==> src/rtl/logic_unit_arbiter.sv <==
// ============================================================================
// logic_unit_arbiter
// ----------------------------------------------------------------------------
// Shares one 16-bit combinational logic unit (AND / OR / XOR / NOT) between
// two requesters. These are the instruction-side and scratch-side consumers
// in the ALU datapath.
//
// Arbitration is round-robin. When both requesters are valid, the one that
// did not win last time is granted. The selected operation's result is
// captured in a one-entry output buffer. The buffer is returned to the
// consumer through a valid/ready handshake and tagged with the requester ID.
//
// The buffer is pass-through. A buffered result can be consumed and a new
// one loaded on the same clock edge. This gives one operation per cycle
// while res_ready stays high.
//
// Optional feature macro:
//   LU_ARB_STATS_EN - adds grant_cnt0 / grant_cnt1. These are saturating
//                     16-bit counts of accepted operations per requester.
//
// Parameters:
//   WIDTH       operand/result width; the logic unit is fixed at 16 bits,
//               so only 16 is supported.
//
// Ports:
//   clk         rising-edge clock
//   rst         synchronous, active-high reset
//   reqN_valid  requester N presents an operation
//   reqN_ready  requester N's operation is accepted this cycle
//   reqN_x/y    requester N operands
//   reqN_op     00 X&Y, 01 X|Y, 10 X^Y, 11 ~X
//   res_valid   output buffer holds a result
//   res_ready   consumer takes the buffered result
//   res_data    registered logic-unit result
//   res_id      requester that issued the buffered result
//   grant_cnt0/1  accepted-operation counts (LU_ARB_STATS_EN only)
// ============================================================================
module logic_unit_arbiter #(
    parameter int WIDTH = 16
) (
    input  logic             clk,
    input  logic             rst,
    input  logic             req0_valid,
    output logic             req0_ready,
    input  logic [WIDTH-1:0] req0_x,
    input  logic [WIDTH-1:0] req0_y,
    input  logic [1:0]       req0_op,
    input  logic             req1_valid,
    output logic             req1_ready,
    input  logic [WIDTH-1:0] req1_x,
    input  logic [WIDTH-1:0] req1_y,
    input  logic [1:0]       req1_op,
    output logic             res_valid,
    input  logic             res_ready,
    output logic [WIDTH-1:0] res_data,
    output logic             res_id
`ifdef LU_ARB_STATS_EN
    ,
    output logic [15:0]      grant_cnt0,
    output logic [15:0]      grant_cnt1
`endif
);

    // Output buffer occupancy
    typedef enum logic {
        EMPTY = 1'b0,
        FULL  = 1'b1
    } buf_state_t;

    // Logic-unit operation encodings
    localparam logic [1:0] OP_AND = 2'b00;
    localparam logic [1:0] OP_OR  = 2'b01;
    localparam logic [1:0] OP_XOR = 2'b10;
    localparam logic [1:0] OP_NOT = 2'b11;

    buf_state_t       state;
    logic             last_grant;
    logic [WIDTH-1:0] res_data_q;
    logic             res_id_q;

    logic             can_accept;
    logic             grant0;
    logic             grant1;
    logic [WIDTH-1:0] sel_x;
    logic [WIDTH-1:0] sel_y;
    logic [1:0]       sel_op;
    logic [WIDTH-1:0] lu_out;

    // Grant decision.
    // The buffer can take a new result when it is empty, or when its
    // current result leaves this cycle. Reset blocks every grant, so no
    // handshake can complete in a reset cycle.
    // For a contended cycle, last_grant == 1 means requester 0 is owed
    // the next grant, and last_grant == 0 means requester 1 is owed it.
    always_comb begin
        can_accept = 1'b0;
        grant0     = 1'b0;
        grant1     = 1'b0;
        can_accept = !rst && ((state == EMPTY) || res_ready);
        grant0     = can_accept && req0_valid && (!req1_valid ||  last_grant);
        grant1     = can_accept && req1_valid && (!req0_valid || !last_grant);
    end

    assign req0_ready = grant0;
    assign req1_ready = grant1;

    // Operand mux feeding the shared logic unit.
    // Requester 0 is the default selection. When there is no grant, the mux
    // output is simply not captured.
    always_comb begin
        sel_x  = req0_x;
        sel_y  = req0_y;
        sel_op = req0_op;
        if (grant1) begin
            sel_x  = req1_x;
            sel_y  = req1_y;
            sel_op = req1_op;
        end
    end

    // Shared combinational logic unit
    always_comb begin
        lu_out = '0;
        case (sel_op)
            OP_AND:  lu_out = sel_x & sel_y;
            OP_OR:   lu_out = sel_x | sel_y;
            OP_XOR:  lu_out = sel_x ^ sel_y;
            OP_NOT:  lu_out = ~sel_x;
            default: lu_out = '0;
        endcase
    end

    // Output buffer state machine.
    // On a new acceptance, the buffer is always loaded and stays FULL, even
    // if the old result is being consumed on the same edge. With no
    // acceptance, a consumed result empties the buffer. Otherwise the data
    // and ID are held, so they remain stable under backpressure.
    // last_grant resets to 1 so that requester 0 wins the first contention.
    always_ff @(posedge clk) begin
        if (rst) begin
            state      <= EMPTY;
            res_data_q <= '0;
            res_id_q   <= 1'b0;
            last_grant <= 1'b1;
        end else if (grant0 || grant1) begin
            state      <= FULL;
            res_data_q <= lu_out;
            res_id_q   <= grant1;
            last_grant <= grant1;
        end else if ((state == FULL) && res_ready) begin
            state      <= EMPTY;
        end
    end

    assign res_valid = (state == FULL);
    assign res_data  = res_data_q;
    assign res_id    = res_id_q;

`ifdef LU_ARB_STATS_EN
    // Per-requester acceptance counters.
    // These saturate rather than wrap, so a long run never reports a
    // misleadingly small count.
    logic [15:0] grant_cnt0_q;
    logic [15:0] grant_cnt1_q;

    always_ff @(posedge clk) begin
        if (rst) begin
            grant_cnt0_q <= 16'h0000;
            grant_cnt1_q <= 16'h0000;
        end else begin
            if (grant0 && (grant_cnt0_q != 16'hFFFF)) begin
                grant_cnt0_q <= grant_cnt0_q + 16'h0001;
            end
            if (grant1 && (grant_cnt1_q != 16'hFFFF)) begin
                grant_cnt1_q <= grant_cnt1_q + 16'h0001;
            end
        end
    end

    assign grant_cnt0 = grant_cnt0_q;
    assign grant_cnt1 = grant_cnt1_q;
`else
    // Statistics disabled: no counters and no counter ports.
`endif

endmodule
==> config.mk <==
export PLATFORM = sky130hd
export DESIGN_NAME = logic_unit_arbiter
export DESIGN_NICKNAME = d
export VERILOG_FILES = /design/src/rtl/logic_unit_arbiter.sv
export SDC_FILE = /design/constraint.sdc
export NUM_CORES = 1
export LEC_CHECK = 0
export ABC_AREA = 1
export CAP_MARGIN = 30
export CORE_MARGIN = 5
export CORE_UTILIZATION = 48
export DETAILED_ROUTE_END_ITERATION = 16
export PLACE_DENSITY_LB_ADDON = 0.05
export SLEW_MARGIN = 25
export SYNTH_ARGS = -nofsm -noshare
export SYNTH_HDL_FRONTEND = slang
export SYNTH_SLANG_ARGS = --single-unit
==> constraint.sdc <==
create_clock -name clk -period 4 [get_ports clk]
set_input_delay 0.6 -clock clk [delete_from_list [all_inputs] [get_ports clk]]
set_output_delay 0.6 -clock clk [all_outputs]
set_load 0.01 [all_outputs]
# Word-level counts from Yosys, hierarchy flattened
# Cells that the tools add are included.
# totals
input_bits	73
regBits	19
output_inout_bits	20
elab_cells	34
# classes
mux	6
bitwise	5
reduce_logical	16
n_eq_ne	3
# op_table
op	count
16-bit one-hot mux with 4 select lines	1
16-bit 2-to-1 mux	2
16-bit AND	1
16-bit NOT	1
16-bit OR	1
16-bit XOR	1
1-bit logical AND	6
2-bit == test (second input constant)	2
1-bit logical NOT	4
1-bit logical OR	4
2-bit by 1-bit == test with 1-bit output (second input constant)	1
2-bit logical NOT	1
1-bit 2-to-1 mux	2
2-bit 2-to-1 mux	1
2-bit nonzero test	1
1-bit NOT	1

# Depth between registers and ports, before layout
# Gate-level depths: netlist of the first run.
# depth
depth_word	8
depth_mapped	16

# Worst setup path before layout of the first run
# No wires, ideal clock.
# synth_timing
kind	in2reg
start	input req0_valid
end	register res_data_q[2] (netlist: res_data[2])
path_buffers	2
path_slack_ns	1.824
required_ns	3.884
arrival_time_ns	2.060
cell_stages	12
cell_sequence	nand2_1 nand2_2 inv_2 nand2_2 buf_4 clkbuf_1 o21ai_0 ha_1 o21ai_0 nand3_1 nand2_1 a21oi_1
# synth_between
elab_chain_cells	6
# synth_lines
element	line_no	rtl
start: declaration	43	input logic req0_valid,
1-bit logical NOT	101	grant1 = can_accept && req1_valid && (!req0_valid || !last_grant);
1-bit logical OR	101	
1-bit logical AND	101	
2-bit 2-to-1 mux or 16-bit 2-to-1 mux (tied branches)	114	if (grant1) begin
2-bit == test (tied with other cells)	124	case (sel_op)
16-bit one-hot mux with 4 select lines	124	
end signal: assignment	147	res_data_q <= lu_out;
end: declaration	78	logic [WIDTH-1:0] res_data_q;
# Parallel ways exist; a longest one is shown, timed or not.
# A chain may end at the register's enable or synchronous reset.

# Worst setup path after layout of the first run
# layout_timing
start	input rst
end	output req1_ready
# layout_between
elab_chain_cells	4
# layout_lines
element	line_no	rtl
start: declaration	42	input logic rst,
1-bit logical NOT	99	can_accept = !rst && ((state == EMPTY) || res_ready);
1-bit logical AND	99	
1-bit logical AND (2 in series)	101	
end: declaration	49	output logic req1_ready,
# Every way passes these cells.

==> results of run 1 <==
-- cell usage in the layout (no fill, tap or decap), types with 2 or more instances in the layout --
master and instances:
nand2_1 115, clkdlybuf4s50_1 92, inv_1 75, o21ai_0 32
ha_1 32, nand3_1 22, dfxtp_1 19, nor2_1 14
o21ai_2 11, or2_0 10, a21oi_1 7, nor2_2 6
nand2_2 4, nor2_4 4, or2_2 4, nand3b_1 4
buf_4 4, inv_2 3, nand2_4 3, clkbuf_8 3
or2_1 2, o21ai_1 2, o21bai_2 2
-- synth_stat cells, drive strengths merged --
cell type and count:
a21oi 8, buf 8, clkbuf 4, dfxtp 19
ha 32, inv 78, nand2 122, nand3 22
nand3b 4, nor2 24, o211ai 1, o21ai 45
o21bai 2, or2 16
-- layout make-up --
| class | instances | area [um2] | area share |
|---|---|---|---|
| well taps | 67 | 83.83 | 0.02481 |
| clock buffers | 4 | 45.04 | 0.01333 |
| flip-flops and latches | 19 | 380.4 | 0.1126 |
| repair buffers | 97 | 970.9 | 0.2873 |
| inverters | 78 | 292.8 | 0.08663 |
| multi-input cells | 276 | 1607 | 0.4754 |
-- path summary, 6_finish.rpt --
kind	from	endpoint	slack (ns)	cells past startpoint
worst min register to register	res_id	res_id	0.46	2
worst max register to register	last_grant	res_data[2]	1.83	13
worst max-delay path	rst	req1_ready	0.97	5
worst min-delay path	res_id	res_id	0.46	2
-- logic make-up (layout without fill, tap and decap cells) --
group	after synthesis	count (layout)	synth area share
adder cells (fa/ha/maj)	32	32	0.1700
buffers and inverters	90	179	0.1562
flip-flops	19	19	0.1615
AND/OR/NAND/NOR	188	188	0.3677
AO/OA/AOI/OAI	56	56	0.1445
-- registers in the layout, summed over array words and instances (netlist names) --
name,cells
last_grant,1
res_data,16
res_valid,1
res_id,1
-- worst max-delay path, cell delays in order --
cell             delay (ns)
clkdlybuf4s50_1        0.53
inv_2                  0.29
nand2_4                0.11
nor2_4                 0.28
clkdlybuf4s50_1        0.61
-- per-stage QoR --
step           hold WS [ns]  cell area (um2)  instances  total power [W]  utilization
2_1_floorplan        0.4819             2355        385        0.0004275            -
3_3_place_gp         0.4527             3314        536        0.0005702       0.6971
3_5_place_dp         0.4573             3314        536        0.0005810       0.6971
4_1_cts              0.4682             3359        540        0.0007206       0.7066
5_1_grt              0.4840             3379        541        0.0007753       0.7108
6_report             0.4643             3379        541        0.0007184       0.7108
-- power by group through the flow --
stage               registers [W]  clock network, W  logic (W)
CTS                      0.000220          0.000142   0.000359
floorplan                0.000231                 0   0.000197
global placement         0.000223                 0   0.000347
finish                   0.000219          0.000142   0.000358
global route             0.000222          0.000149   0.000404
detailed placement       0.000224                 0   0.000357
-- metal layers --
layer	routed length, um	up-vias	track usage
li1	-	1347	-
met1	2703	1114	0.2448
met2	3051	61	0.3386
met3	333	7	0.02370
met4	59	0	0.04730
met5	0	-	0
==> run metrics, run 1 <==
hold buffers post-CTS 0; die width between 80 and 90 um; post-detail-place hpwl 4.901 mm; switching part of the total 0.3611; P_sw 0.0002595 W; ranking of synthesized cells by area nand2_1, ha_1, dfxtp_1; initial antenna violation count 0; share of post-route cells with drive strength above 1 0.09705; IO Port Bufs 92; cts repair resizes 0; CP Capture Type primary output; pin count of the biggest net entering global routing 52; # DRC 0; Die Y 80.04 um; vias in the first global route approximately 2,200; drt wl/cell roughly 11 um; Clock Power Share 0.197; Mapped Cells 385; TritonCTS clock tree yes; Final period util 0.7565; minimum clock period 3.026 ns; Synth Register Bits 19; HP Class reg -> reg; Slew headroom 0.7695; Tightest Pin Transition approximately 0.34 ns; clock sinks 19; maximum VDD drop between 100 and 150 uV; setup_tns 0 ns; startpoint types primary input; setup slack after layout 0.9738 ns; final net count 580; deepest clock path buffer count 2; LEAKAGE approximately 1.7 nW; initial core utilization 0.4953; H-tree Lvls 1; first-pass GRT wire length about 10 mm; IO Count 93; die footprint around 6400 um2; Placeable Area about 4800 um2; Yosys top cell area share 0.1833; Rows 25; Critical Path RT between 3 and 4 ns; Final setup viols 0; Ys Warns 0; setup bufs post-CTS 0; wirelength, routed 6.148 mm; area leader, netlist nand2_1; kind of critical path in -> out; synthesized cell area around 2400 um2; cell area power density 212.6 nW/um2; synth unique cells 26; Net Count, Synth 490; DRT antenna net count 0; Comb power frac 0.498; Vias/cell 4.675; Pint approximately 0.00046 W; DRT iter0 DRCs 90; CTS Root Cell clkbuf_8; Final Hold Fails 0; routed via count 2,529; RSZ-0062 raised after global routing no; skew final 0.0005067 ns; fillcell total about 420; outcome finished, final reports clean; Fmax 330.5 MHz; antenna cells 0; Inserted Clock Buffers 3; Max Cap Viol 0; 1st-pass router iterations 4; syn_area_per_cell roughly 6 um2; grt ovf 0; RD Place Congestion about 0.8; critical path arrival about 2.4 ns; register area share after synthesis 0.1615; Max FO, Critical Path 16; Syn-to-layout area delta 43.52%; Clock Latency Late Sink 0.26 ns; total track usage 0.1918; CTS clk-pin slew, worst paths roughly 0.080 ns; pre-CTS WS ~0.69 ns; Flop pwr share 0.305; Slew Limit Fails 0
No activity file was read; power rests on OpenSTA's default activity.
==> run 2: changes to the inputs <==
CORE_UTILIZATION = 40   (was 48)
clock period = 2.65 ns   (was 4 ns; I/O delays follow)
==> run 2 against run 1 <==
Setup slack got worse by 0.87 ns. Global-route usage decreased by 2.6 points. Sequential power increased by 51%. Sequential cell count unchanged. Wire length decreased by 0.55%. Clock power increased by 48%. Hold slack improved by 0.0019 ns.
==> run metrics, run 2 (synthesis gave the netlist of run 1 again) <==
Clock Latency Late Sink between 0.2 and 0.3 ns; worst reg-to-reg path cell count 11; commonest non-fill, non-tap cell in the layout nand2_1; commonest non-fill, non-tap cells in the layout nand2_1, clkdlybuf4s50_1, inv_1; Final setup viols 0; total track usage 0.1663; Tightest Pin Transition around 0.45 ns; Hold EP res_id; CTS clk-pin slew, worst paths roughly 0.080 ns; initial core utilization 0.4049; min-delay src res_id; setup bufs post-CTS 0; die width 86.73 um; max reg flops 16; RD Place Congestion 0.8178; Final period util 0.9593; wirelength, routed 6.114 mm; first-pass GRT wire length roughly 10 mm; Min-Delay Path Depth 2; pin count of the biggest net entering global routing 31; Max FO, Critical Path 19; CP Capture Type primary output; Final Hold Fails 0; startpoint types primary input; clock sinks 19; die footprint 7521 um2; Largest stage delay, worst path 0.63 ns; drt wl/cell ~11 um; Final Non-Filler Cells about 550; setup_tns 0 ns; DRT iter0 DRCs 50; kind of critical path in -> out; grt ovf 0; hold buffers post-CTS 0; Rows 28; maximum VDD drop approximately 150 uV; Critical Path RT approximately 2.3 ns; worst path cell trace clkdlybuf4s50_1 -> inv_2 -> nand2_4 -> nor2_4 -> clkdlybuf4s50_1; TritonCTS clock tree yes; HP Class reg -> reg; WP buf/inv 3; Slew Limit Fails 0; minimum clock period 2.542 ns; R2R Path End res_data[2]; 1st-pass router iterations 4; Fmax ~390 MHz; crit-path leading delay family buffers and inverters; deepest clock path buffer count 2; cell area power density ~320 nW/um2; # DRC 0; IO Port Bufs 92; Die Y a little under 90 um; Top cell by count, worst path clkdlybuf4s50_1; Placed Cells 545; outcome finished, final reports clean; Slew headroom 0.7013; initial antenna violation count 0; skew final ~0.0020 ns; Max stage delay cell, worst path clkdlybuf4s50_1; final net count 580; Vias/cell 4.554; antenna cells 0; cts repair resizes 0; reg2reg setup slack roughly 0.7 ns; Inserted Clock Buffers 3; DRT antenna net count 0; critical path arrival 2.14 ns; H-tree Lvls 1; CTS Root Cell clkbuf_8; worst reg2reg path startpoint res_valid; post-detail-place hpwl 4.872 mm; routed via count ~2,500; Finished Core Util 0.5873; RSZ-0062 raised after global routing no; Syn-to-layout area delta 45.06%; Placeable Area 5816 um2; vias in the first global route 2,402; Max Cap Viol 0; LEAKAGE 1.733 nW; share of post-route cells with drive strength above 1 0.09916; IO Count 93
==> run 2: cell count changes in the layout (fill, tap and decap cells not counted), sizes merged <==
cell    change
clkinv      +1
clkbuf      -1
==> run 2: worst max path at each step <==
| stage | start | end | slack, ns | depth (start not counted) |
|---|---|---|---|---|
| after floorplan | req0_valid | res_data[2] | 0.68 | 12 |
| after global placement | rst | req1_ready | 0.10 | 5 |
| after detailed placement | rst | req1_ready | 0.08 | 5 |
| after CTS | rst | req1_ready | 0.08 | 5 |
| after global routing | rst | req1_ready | 0.01 | 5 |
| final | rst | req1_ready | 0.11 | 5 |
==> run 2: layer usage <==
layer	track usage	wire, um	up-vias
met4	0.04674	70	0
met2	0.2935	2878	60
li1	-	-	1344
met5	0	0	-
met3	0.02471	394	8
met1	0.2088	2771	1088
==> run 2: cell type report <==
type	instances	area, um2
clock buffers	3	41.29
multi-input cells	276	1607
well taps	75	93.84
repair buffers	97	996.0
clock inverters	1	5.005
fillers	616	2400
flip-flops and latches	19	380.4
inverters	78	292.8
==> run 2: worst reg2reg max path, stage by stage, from the launching register on <==
cell	delay, ns
dfxtp_1	0.33
nand2_1	0.13
nand2_4	0.09
nor2_4	0.36
nand2_1	0.09
nand2_1	0.13
inv_1	0.05
ha_1	0.26
o21ai_0	0.17
nand3_1	0.09
nand2_1	0.06
a21oi_1	0.05
==> run 2: per-stage QoR <==
step | setup slack (ns) | total power [W] | cell area [um2] | hold WS [ns]
5_1_grt | 0.009649 | 0.001186 | 3416 | 0.4921
6_report | 0.1079 | 0.001085 | 3416 | 0.4663
2_1_floorplan | 0.6767 | 0.0006453 | 2355 | 0.4666
3_5_place_dp | 0.08495 | 0.0008867 | 3369 | 0.4568
3_3_place_gp | 0.1000 | 0.0008747 | 3369 | 0.4560
4_1_cts | 0.07623 | 0.001098 | 3416 | 0.4680
==> run 2: power breakdown <==
| group | leakage, nW | total, W | switching, W | internal, W |
|---|---|---|---|---|
| clock network | 0.0255 | 0.000210 | 0.000105 | 0.000105 |
| registers | 0.157 | 0.000331 | 0.0000164 | 0.000315 |
| logic | 1.55 | 0.000544 | 0.000268 | 0.000276 |
| total | 1.73 | 0.00109 | 0.000390 | 0.000696 |
